<file path="src/rtl/bomb_blast_controller.sv">
// Per-bomb fuse/blast sequencer feeding the blue-blast drawer.
// It latches the blast window position and pattern when a bomb is placed, then runs frame-counted phases.
module bomb_blast_controller #(
   parameter int FUSE_FRAMES     = 120,
   parameter int BLAST_FRAMES    = 30,
   parameter int COOLDOWN_FRAMES = 15,
   parameter int FLASH_FRAMES    = 8,
   parameter int TILE_BITS       = 5
) (
   input  logic               clk,
   input  logic               resetN,
   input  logic               startOfFrame,
   input  logic               place_bomb,
   input  logic [4:0]         bombTileX,
   input  logic [3:0]         bombTileY,
   input  logic               wall_up,
   input  logic               wall_down,
   input  logic               wall_left,
   input  logic               wall_right,
   input  logic               detonate_now,
   output logic               ready,
   output logic               bomb_active,
   output logic               bomb_flash,
   output logic               blast,
   output logic               explode_pulse,
   output logic [2:0]         blast_num,
   output logic signed [10:0] topLeftX,
   output logic signed [10:0] topLeftY
);

   typedef enum logic [1:0] {IDLE, FUSE, BLAST, COOLDOWN} state_t;

   localparam logic [7:0] FUSE_LAST  = 8'(FUSE_FRAMES - 1);
   localparam logic [7:0] BLAST_LAST = 8'(BLAST_FRAMES - 1);
   localparam logic [7:0] COOL_LAST  = 8'(COOLDOWN_FRAMES - 1);
   localparam logic [7:0] FLASH_DIV  = 8'(FLASH_FRAMES);
   localparam logic [7:0] FLASH_LAST = 8'(FLASH_FRAMES - 1);
   // Window is 5x5 tiles centred on the bomb: two tiles (64 px) up/left.
   localparam logic [10:0] WIN_OFS   = 11'(2 << TILE_BITS);

   state_t      state, state_nxt;
   logic [7:0]  cnt, cnt_nxt, cnt_inc;
   logic        flash_nxt, pulse_nxt, latch;
   logic [2:0]  pattern;
   logic [10:0] px, py;

   assign cnt_inc = (cnt == 8'hFF) ? cnt : cnt + 8'd1;

   // Vertical-only wins when both neighbour pairs are walled.
   assign pattern = (wall_left & wall_right) ? 3'd1 :
                    (wall_up & wall_down)    ? 3'd2 : 3'd0;

   assign px = 11'(bombTileX) << TILE_BITS;
   assign py = 11'(bombTileY) << TILE_BITS;

   always_comb begin
      state_nxt = state;
      cnt_nxt   = cnt;
      flash_nxt = bomb_flash;
      pulse_nxt = 1'b0;
      latch     = 1'b0;
      case (state)
         IDLE: begin
            if (place_bomb) begin
               state_nxt = FUSE;
               cnt_nxt   = 8'd0;
               latch     = 1'b1;
            end
         end
         FUSE: begin
            // Chain detonation and natural expiry collapse into one transition.
            if (detonate_now || (startOfFrame && cnt == FUSE_LAST)) begin
               state_nxt = BLAST;
               cnt_nxt   = 8'd0;
               flash_nxt = 1'b0;
               pulse_nxt = 1'b1;
            end else if (startOfFrame) begin
               cnt_nxt = cnt_inc;
               if ((cnt % FLASH_DIV) == FLASH_LAST)
                  flash_nxt = ~bomb_flash;
            end
         end
         BLAST: begin
            if (startOfFrame) begin
               if (cnt == BLAST_LAST) begin
                  state_nxt = COOLDOWN;
                  cnt_nxt   = 8'd0;
               end else begin
                  cnt_nxt = cnt_inc;
               end
            end
         end
         COOLDOWN: begin
            if (startOfFrame) begin
               if (cnt == COOL_LAST) begin
                  state_nxt = IDLE;
                  cnt_nxt   = 8'd0;
               end else begin
                  cnt_nxt = cnt_inc;
               end
            end
         end
         default: begin
            state_nxt = IDLE;
            cnt_nxt   = 8'd0;
            flash_nxt = 1'b0;
         end
      endcase
   end

   always_ff @(posedge clk or negedge resetN) begin
      if (!resetN) begin
         state         <= IDLE;
         cnt           <= 8'd0;
         ready         <= 1'b1;
         bomb_active   <= 1'b0;
         bomb_flash    <= 1'b0;
         blast         <= 1'b0;
         explode_pulse <= 1'b0;
         blast_num     <= 3'd0;
         topLeftX      <= 11'sd0;
         topLeftY      <= 11'sd0;
      end else begin
         state         <= state_nxt;
         cnt           <= cnt_nxt;
         ready         <= (state_nxt == IDLE);
         bomb_active   <= (state_nxt == FUSE);
         blast         <= (state_nxt == BLAST);
         bomb_flash    <= flash_nxt;
         explode_pulse <= pulse_nxt;
         if (latch) begin
            blast_num <= pattern;
            topLeftX  <= $signed(px - WIN_OFS);
            topLeftY  <= $signed(py - WIN_OFS);
         end
      end
   end

endmodule

</file>
<file path="config.mk">
export PLATFORM = sky130hd
export DESIGN_NAME = bomb_blast_controller
export DESIGN_NICKNAME = d
export VERILOG_FILES = /design/src/rtl/bomb_blast_controller.sv
export SDC_FILE = /design/constraint.sdc
export NUM_CORES = 1
export LEC_CHECK = 0
export CAP_MARGIN = 20
export CORE_ASPECT_RATIO = 1.2
export CORE_MARGIN = 2
export CORE_UTILIZATION = 30
export DETAILED_ROUTE_END_ITERATION = 10
export PLACE_DENSITY_LB_ADDON = 0.2
export SLEW_MARGIN = 20
export SYNTH_ARGS = -nofsm -noshare
export SYNTH_HDL_FRONTEND = slang
export SYNTH_SLANG_ARGS = --single-unit
</file>
<file path="constraint.sdc">
create_clock -name clk -period 1.6 [get_ports clk]
set_input_delay 0.32 -clock clk [delete_from_list [all_inputs] [get_ports clk]]
set_output_delay 0.32 -clock clk [all_outputs]
set_load 0.05 [all_outputs]
</file>
# ---- Yosys cells after proc, flatten, opt, wreduce, memory -nomap -nowiden
# Cells that the tools add are included.
dict set report totals {
  in_bits 18
  regBits 40
  wordCells 63
}
dict set report classes {
  n_reduce_logical 8
  muxes 25
  addsub 3
  bitwise 3
  eq_ne 14
}
# cell count
set ops {}
lappend ops {{two-way mux 8 bit} 8}
lappend ops {{case mux 8 bit (4 select lines)} 1}
lappend ops {{two-way mux 2 bit} 8}
lappend ops {{subtractor 10 x 7 -> 11 bit (second input constant)} 1}
lappend ops {{subtractor 9 x 7 -> 10 bit (second input constant)} 1}
lappend ops {{adder 8 x 1 -> 8 bit (second input constant)} 1}
lappend ops {{equality test 8 x 4 -> 1 bit (second input constant)} 1}
lappend ops {{equality test 8 x 5 -> 1 bit (second input constant)} 1}
lappend ops {{equality test 8 x 7 -> 1 bit (second input constant)} 1}
lappend ops {{equality test 8 bit (second input constant)} 1}
lappend ops {{case mux 2 bit (4 select lines)} 1}
lappend ops {{two-way mux 1 bit} 7}
lappend ops {{equality test 2 bit (second input constant)} 3}
lappend ops {{!= test 2 bit (second input constant)} 3}
lappend ops {{equality test 2 x 1 -> 1 bit (second input constant)} 2}
lappend ops {{logical NOT 2 bit} 2}
lappend ops {{AND reduction 4 bit} 1}
lappend ops {{nonzero test 2 bit} 2}
lappend ops {{equality test 3 bit (second input constant)} 1}
lappend ops {{!= test 3 bit (second input constant)} 1}
lappend ops {{AND reduction 3 bit} 1}
lappend ops {{bitwise AND 1 bit} 2}
lappend ops {{logical AND 1 bit} 1}
lappend ops {{logical OR 1 bit} 1}
lappend ops {{NOT 1 bit} 1}

# ---- Depth between registers and ports, before layout
# Gate-level depths: netlist (run 1).
dict set report depth {
  depth_word 6
  mapped_depth 7
}

# ---- Worst setup path before layout (run 1)
# OpenSTA, ideal clock, no wires.
dict set report synth_timing {
  path_type {flip-flop to flip-flop}
  start {register cnt[0]}
  end {register state[0]}
  path_buffers 0
  synth_period_minus_slack_ns 1.735
  setup_slack_ns -0.135
  path_stages_with_launch 7
  arrival_time_ns 1.604
  cell_sequence {dfrtp_1 ha_1 nand4_2 nor4_4 or3_1 nand2_2 or3b_1}
}
dict set report synth_via {
  elab_chain_len 5
  elab_cells_between_ends 11
  classes_between {eq/ne: 3; mux: 6; reduce/logical: 2}
}
# item line_no
set synth_lines {}
lappend synth_lines {{start, declared} 42} ;# logic [7:0] cnt, cnt_nxt, cnt_inc;
lappend synth_lines {{start signal, assigned} 125} ;# cnt <= cnt_nxt;
lappend synth_lines {{equality test 8 x 7 -> 1 bit} 72} ;# if (detonate_now || (startOfFrame && cnt == FUSE_LAST)) begin
lappend synth_lines {{logical AND 1 bit} 72}
lappend synth_lines {{logical OR 1 bit} 72}
lappend synth_lines {{two-way mux 2 bit} 72}
lappend synth_lines {{case mux 2 bit (4 select lines) *} 62} ;# case (state)
lappend synth_lines {{via state_nxt[0]} 41} ;# state_t state, state_nxt;
lappend synth_lines {{end signal, assigned} 124} ;# state <= state_nxt;
lappend synth_lines {{end, declared} 41}
# The timed path passes the listed nets; every way through them passes the cells marked *.
# A chain may end at the register's enable or synchronous reset.

# ---- Worst setup path in the final report (run 1)
dict set report layout_timing {
  start {register cnt[0]}
  end {register cnt[4]}
}
dict set report layout_via {
  elab_chain_len 5
  elab_cells_between_ends 17
  classes_between {add/sub: 1; eq/ne: 5; mux: 8; reduce/logical: 3}
}
# item line_no
set layout_lines {}
lappend layout_lines {{adder 8 x 1 -> 8 bit, or another cell as far along} 47} ;# assign cnt_inc = (cnt == 8'hFF) ? cnt : cnt + 8'd1;
lappend layout_lines {{two-way mux 8 bit / logical AND 1 bit (equally long branches)} {47, 72}}
lappend layout_lines {{two-way mux 8 bit, or another cell as far along} 95} ;# if (cnt == COOL_LAST) begin
lappend layout_lines {{two-way mux 8 bit, or another cell as far along} 94} ;# if (startOfFrame) begin
lappend layout_lines {{case mux 8 bit (4 select lines) / AND reduction 4 bit (equally long branches)} -}
# Parallel ways exist; a longest one is shown, timed or not. The select of a mux whose other input is x is not followed.

==> reports/qor.csv, run 1 <==
metric;value;unit
cp-start-kind;flip-flop;
p_per_area;1530;nW/µm²
initial_utilization;31.3;%
ir_worst_vdd;0.496;mV
io_pins;48;
synth-main-ff-cell;dfrtp_1;
yosys.area.top_type;dfrtp_1;
cp.arrival;1.93;ns
synth_top_area_share;40.5;%
max_freq;0.569;GHz
crit_chain;ha_2 > nand4_4 > o41ai_2 > o21a_2 > a31oi_1 > o22a_1;
violations;negative setup slack;
synth-edff-count;0;
netlist_area;1670;µm²
max_stage_delay;0.45;ns
cts_root_buffer;clkbuf_8;
top_layer;met4;
rsz0062_at_grt;yes;
die_w;72.1;µm
hold_class;in -> async;
synth-simple-area-share;23.4;%
synth_xor_area_share;3.15;%
routedWlPerCell;13.3;µm
antennaDiodeCount;0;
path_delay_family;compound AO/OA/AOI/OAI gates;
netlist_top_cells_area;dfrtp_1, buf_4, ha_1, nand2_1, o21ai_0;
power;3.83;mW
drive_gt1_share;40.9;%
stdcell_area;2500;µm²
utilization;47.0;%
grt_pass1_wl;6860;µm
cts.sinks;28;
setup_viol;9;
wl_met3;201;µm
min_period;1.76;ns
critPathSlowestCell;dfrtp_2;
place.gp.congestion;0.854;
seq_area;707;µm²
firstDrtPassIters;4;
path_max_fanout;7;
fillCellCount;518;
wl_met1;1780;µm
layout_setup_ws;-0.158;ns
grt_pass1_vias;1473;
ant_nets;0;
drv_cap;0;
hold_viol_final;0;
status;finished, violations left;
slew_violations;0;
place_hpwl;3210;µm
wl_met2;2060;µm
crit_type;reg -> reg;
critPathCaptureType;flip-flop;
num_rows;29;
ys_warn_count;0;
cts_buffers;3;
cts_hold_buffers;0;
place_ws;-0.409;ns
die_y;85.7;µm
die-area;6180;µm²
multiInputGateArea;943;µm²
skew;0.00389;ns
cts_tree;done;
fin_crit_sh;110;%
nNetsFinal;272;
grt_overflow_total;0;
clk_pin_slew_worst_paths;0.10;ns
yosys.area_share.adder;4.50;%
path_buf_inv;0;
post_dp_cell_area;2290;µm²
avgSynthCellArea;9.70;µm²
synthCells;172;
area_growth;50.1;%
wl;4100;µm
cts_buffer_depth;2;
drt_iter0_markers;38;
antenna_found_initial;0;
postSynth.asyncResetShare;100;%
drc;0;
grt_max_degree;25;
core_area;5330;µm²
ys_types;52;
muxShareOfSynthArea;1.35;%
clkLatencyLatePin;0.27;ns
track_usage;13.8;%
via_per_inst;4.76;
port_buffers;36;
num_vias;1472;
p_leak;1.20;nW
crit_required;1.77;ns
ys_seq_area_share;42.1;%
h-tree-depth;1;
synth_top_family_by_area;simple AND/OR/NAND/NOR gates;
synth-compound-area-share;15.4;%
ys_ff_latch;28;
-- cell families (layout without fill, tap and decap cells) --
family / Yosys count / count (layout)
simple gates: 65 / 65
compound gates: 36 / 36
flops: 28 / 28
buf+inv: 28 / 93
fa+ha+maj: 6 / 6
xor+xnor: 6 / 6
mux: 2 / 2
other cells: 1 / 11
-- power breakdown --
group	total [mW]	switching (mW)	leakage [nW]	internal, mW
clock	0.439	0.219	0.0288	0.220
sequential	1.16	0.207	0.346	0.956
combinational	2.23	1.31	0.829	0.924
-- metrics by stage --
stage / hold WS, ns / instances / setup TNS [ns]
after global routing: 0.381 / 309 / -2.60
after detailed placement: 0.474 / 297 / -3.72
final: 0.395 / 309 / -1.14
after global placement: 0.465 / 297 / -3.36
after floorplan: 0.0244 / 182 / -0.141
after CTS: 0.385 / 307 / -1.26
-- flip-flops by register name (all words and copies together), names as in the netlist --
register and cells:
topLeftX 6, explode_pulse 1, cnt 8, topLeftY 5, ready 1, bomb_active 1, blast 1, bomb_flash 1
state 2, blast_num 2
-- routing by layer --
metal | GRT usage [%] | vias to the layer above
li1 | - | 729
met1 | 17.1 | 692
met2 | 24.7 | 45
met3 | 1.76 | 6
met4 | 4.12 | 0
met5 | 0 | -
-- cells in the final DEF, fill, tap and decap left out, types with 3 or more instances in the layout --
cell              n
nand3_1           4
nor3_1            4
and3_1            5
a21oi_1           4
conb_1           11
clkdlybuf4s50_1  17
buf_12            3
dfrtp_1          23
nor2_1            7
dfrtp_2           4
nand2_1          20
inv_2             3
clkbuf_8          4
nand2b_1          3
inv_1             6
a21o_1            3
ha_4              3
buf_4            58
xnor2_1           5
o21ai_0          11
-- path summary, 6_finish.rpt --
kind / slack [ns] / cells past startpoint / from / end
max: -0.16 / 6 / cnt[0] / cnt[4]
min: 0.39 / 2 / resetN / cnt[7]
max reg2reg: -0.16 / 6 / cnt[0] / cnt[4]
min reg2reg: 0.49 / 2 / topLeftY[6] / topLeftY[6]
max in group asynchronous: 0.98 / 2 / resetN / ready
min in group clk: 0.49 / 2 / topLeftY[6] / topLeftY[6]
-- cell type report --
cell class                 count  share of cell area, %
tap                           62                   3.10
clock buffer                   4                   2.20
inverter                       9                   1.35
timing repair buffer          80                   27.5
sequential                    28                   28.2
multi-input combinational    126                   37.7
-- cell usage after synthesis (2+ instances only) --
cell	instances
buf_4	13
nor2b_1	2
nand2_1	20
o41ai_1	3
nor3_1	5
o21ai_0	12
and3_1	7
mux2_2	2
o21ai_1	2
buf_2	3
nand3b_1	2
ha_1	6
clkbuf_1	2
xnor2_1	5
a21o_1	3
nor2_1	7
nand2b_1	3
dfrtp_1	27
a21oi_1	4
inv_1	8
nor4b_1	2
nand3_1	4
-- repair_timing --
action | in CTS | in global routing
buffers inserted | 6 | 2
setup endpoints to repair | 9 | 13
pin swaps | 3 | 2
resized for setup | 19 | 5
Note: power is estimated with default switching activity, not from simulation.
==> run 2: changes to the inputs <==
--- a/config.mk
+++ b/config.mk
@@ -10,7 +10,7 @@
 export CORE_MARGIN = 2
 export CORE_UTILIZATION = 30
 export DETAILED_ROUTE_END_ITERATION = 10
-export PLACE_DENSITY_LB_ADDON = 0.2
+export PLACE_DENSITY = 0.6
 export SLEW_MARGIN = 20
 export SYNTH_ARGS = -nofsm -noshare
 export SYNTH_HDL_FRONTEND = slang
==> reports/qor.csv, run 2 (synthesis gave the netlist of run 1 again) <==
metric;value;unit;change
status;finished, violations left;;
drv_cap;0;;unchanged
max_stage_delay;0.46;ns;about the same
hold_viol_final;0;;unchanged
ant_nets;0;;unchanged
layout_common_cells;buf_4, dfrtp_1, nand2_1, clkdlybuf4s50_1, o21ai_0;;
cts_buffer_depth;2;;unchanged
p_leak;1.18;nW;-1.9%
clkLatencyLatePin;0.28;ns;about the same
firstDrtPassIters;4;;unchanged
grt_overflow_total;0;;unchanged
layout_setup_ws;-0.149;ns;+0.00873 ns
num_vias;1443;;-2.0%
min_period;1.75;ns;-0.00873 ns
die-area;6180;µm²;unchanged
path_max_fanout;7;;unchanged
cts_buffers;3;;unchanged
hold_class;in -> async;;
via_per_inst;4.75;;-0.36%
crit_chain;inv_2 > ha_4 > nand3b_4 > a2111oi_4 > o21a_2 > o21ai_1 > a21o_1;;
cp-start-kind;flip-flop;;
largest_reg_flops;8;;unchanged
ir_worst_vdd;0.650;mV;+31%
drc;0;;unchanged
die_y;85.7;µm;unchanged
violations;negative setup slack;;
area_growth;46.4;%;
io_pins;48;;unchanged
nNetsFinal;267;;-1.8%
antennaDiodeCount;0;;unchanged
die_w;72.1;µm;unchanged
wl;3830;µm;-6.7%
rsz0062_at_grt;yes;;
core_area;5330;µm²;unchanged
cts_root_buffer;clkbuf_8;;
cts.sinks;28;;unchanged
cp.arrival;1.93;ns;about the same
place.gp.congestion;0.866;;+1.4%
skew;0.0156;ns;+0.0117 ns
crit_type;reg -> reg;;
grt_pass1_vias;1444;;-2.0%
place_hpwl;3050;µm;-5.1%
antenna_found_initial;0;;unchanged
layout_commonest_cell;buf_4;;
drive_gt1_share;37.2;%;-3.7 points
slew_violations;0;;unchanged
num_rows;29;;unchanged
reg.largest.list;cnt x8, topLeftX x6, topLeftY x5;;
routedWlPerCell;12.6;µm;-5.1%
grt_pass1_wl;6580;µm;-4.0%
fin_crit_sh;109;%;-0.55 points
drt_iter0_markers;53;;+39%
place_ws;-0.371;ns;+0.0377 ns
setup_viol;9;;unchanged
critPathCaptureType;flip-flop;;
track_usage;13.2;%;-0.58 points
cts_tree;done;;
max_freq;0.572;GHz;+0.50%
clk_pin_slew_worst_paths;0.11;ns;about the same
finalHoldWorstSlack;0.385;ns;-0.00931 ns
crit_required;1.78;ns;about the same
initial_utilization;31.3;%;unchanged
grt_max_degree;29;;+16%
largest_register;cnt;;
p_per_area;1520;nW/µm²;-0.61%
h-tree-depth;1;;unchanged
critPathSlowestCell;dfrtp_2;;
port_buffers;36;;unchanged
-- run 2: cell count changes in the layout (fill, tap and decap cells not counted), sizes merged --
| cell | change |
|---|---|
| buf | -5 |
-- run 2: critical path, delay by kind of cell (launching register included) --
| family | cells | cell delay, ns |
|---|---|---|
| buffers and inverters | 1 | 0.08 |
| AOI/OAI and AO/OA | 4 | 0.92 |
| DFF | 1 | 0.46 |
| adders and majority gates | 1 | 0.13 |
| and+or+nand+nor | 1 | 0.08 |
-- run 2: worst paths after layout --
| kind | from | end | slack [ns] | cells past startpoint |
|---|---|---|---|---|
| max in group asynchronous | resetN | ready | 0.99 | 2 |
| worst max register to register | cnt[1] | cnt[2] | -0.15 | 7 |
| worst min register to register | topLeftX[6] | topLeftX[6] | 0.49 | 2 |
| worst max-delay path | cnt[1] | cnt[2] | -0.15 | 7 |
| worst min-delay path | resetN | topLeftY[8] | 0.39 | 2 |
| min in group clk | topLeftX[6] | topLeftX[6] | 0.49 | 2 |
-- run 2: area by class of cell --
cell class                      instances  area (µm²)
Fill cell                             516        2890
Tap cell                               62        77.6
Clock buffer                            4        55.1
Inverter                                9        33.8
Timing Repair Buffer                   75         659
Multi-Input combinational cell        126         913
Sequential cell                        28         704
-- run 2: timing repair --
action | in CTS | in global routing
pin swaps | 4 | 5
cloned | 0 | 0
hold buffers | 0 | 0
buffers inserted | 2 | 1
endpoints found under the setup margin | 10 | 13
gates resized for setup | 8 | 7
-- run 2: layer usage --
metal / track usage [%] / vias up / routed length, µm
li1: - / 717 / -
met1: 17.3 / 675 / 1720
met2: 22.5 / 49 / 1860
met3: 2.47 / 2 / 226
met4: 3.09 / 0 / 19
met5: 0 / - / 0
-- run 2: metrics by stage --
step / total power [mW] / util, % / instance area (µm²) / setup TNS, ns / instances
2_1_floorplan: 2.43 / - / 1730 / -0.141 / 182
3_3_place_gp: 3.14 / 43.2 / 2300 / -3.40 / 297
3_5_place_dp: 3.17 / 43.2 / 2300 / -3.82 / 297
4_1_cts: 3.71 / 45.2 / 2410 / -0.960 / 303
5_1_grt: 3.98 / 45.8 / 2440 / -2.04 / 304
6_report: 3.72 / 45.8 / 2440 / -0.926 / 304
-- run 2: power by group --
group          total, mW  leakage (nW)  switching [mW]  internal, mW
clock network      0.444        0.0288           0.224         0.220
registers           1.14         0.349           0.190         0.954
logic               2.13         0.802            1.27         0.857
total               3.72          1.18            1.68          2.03
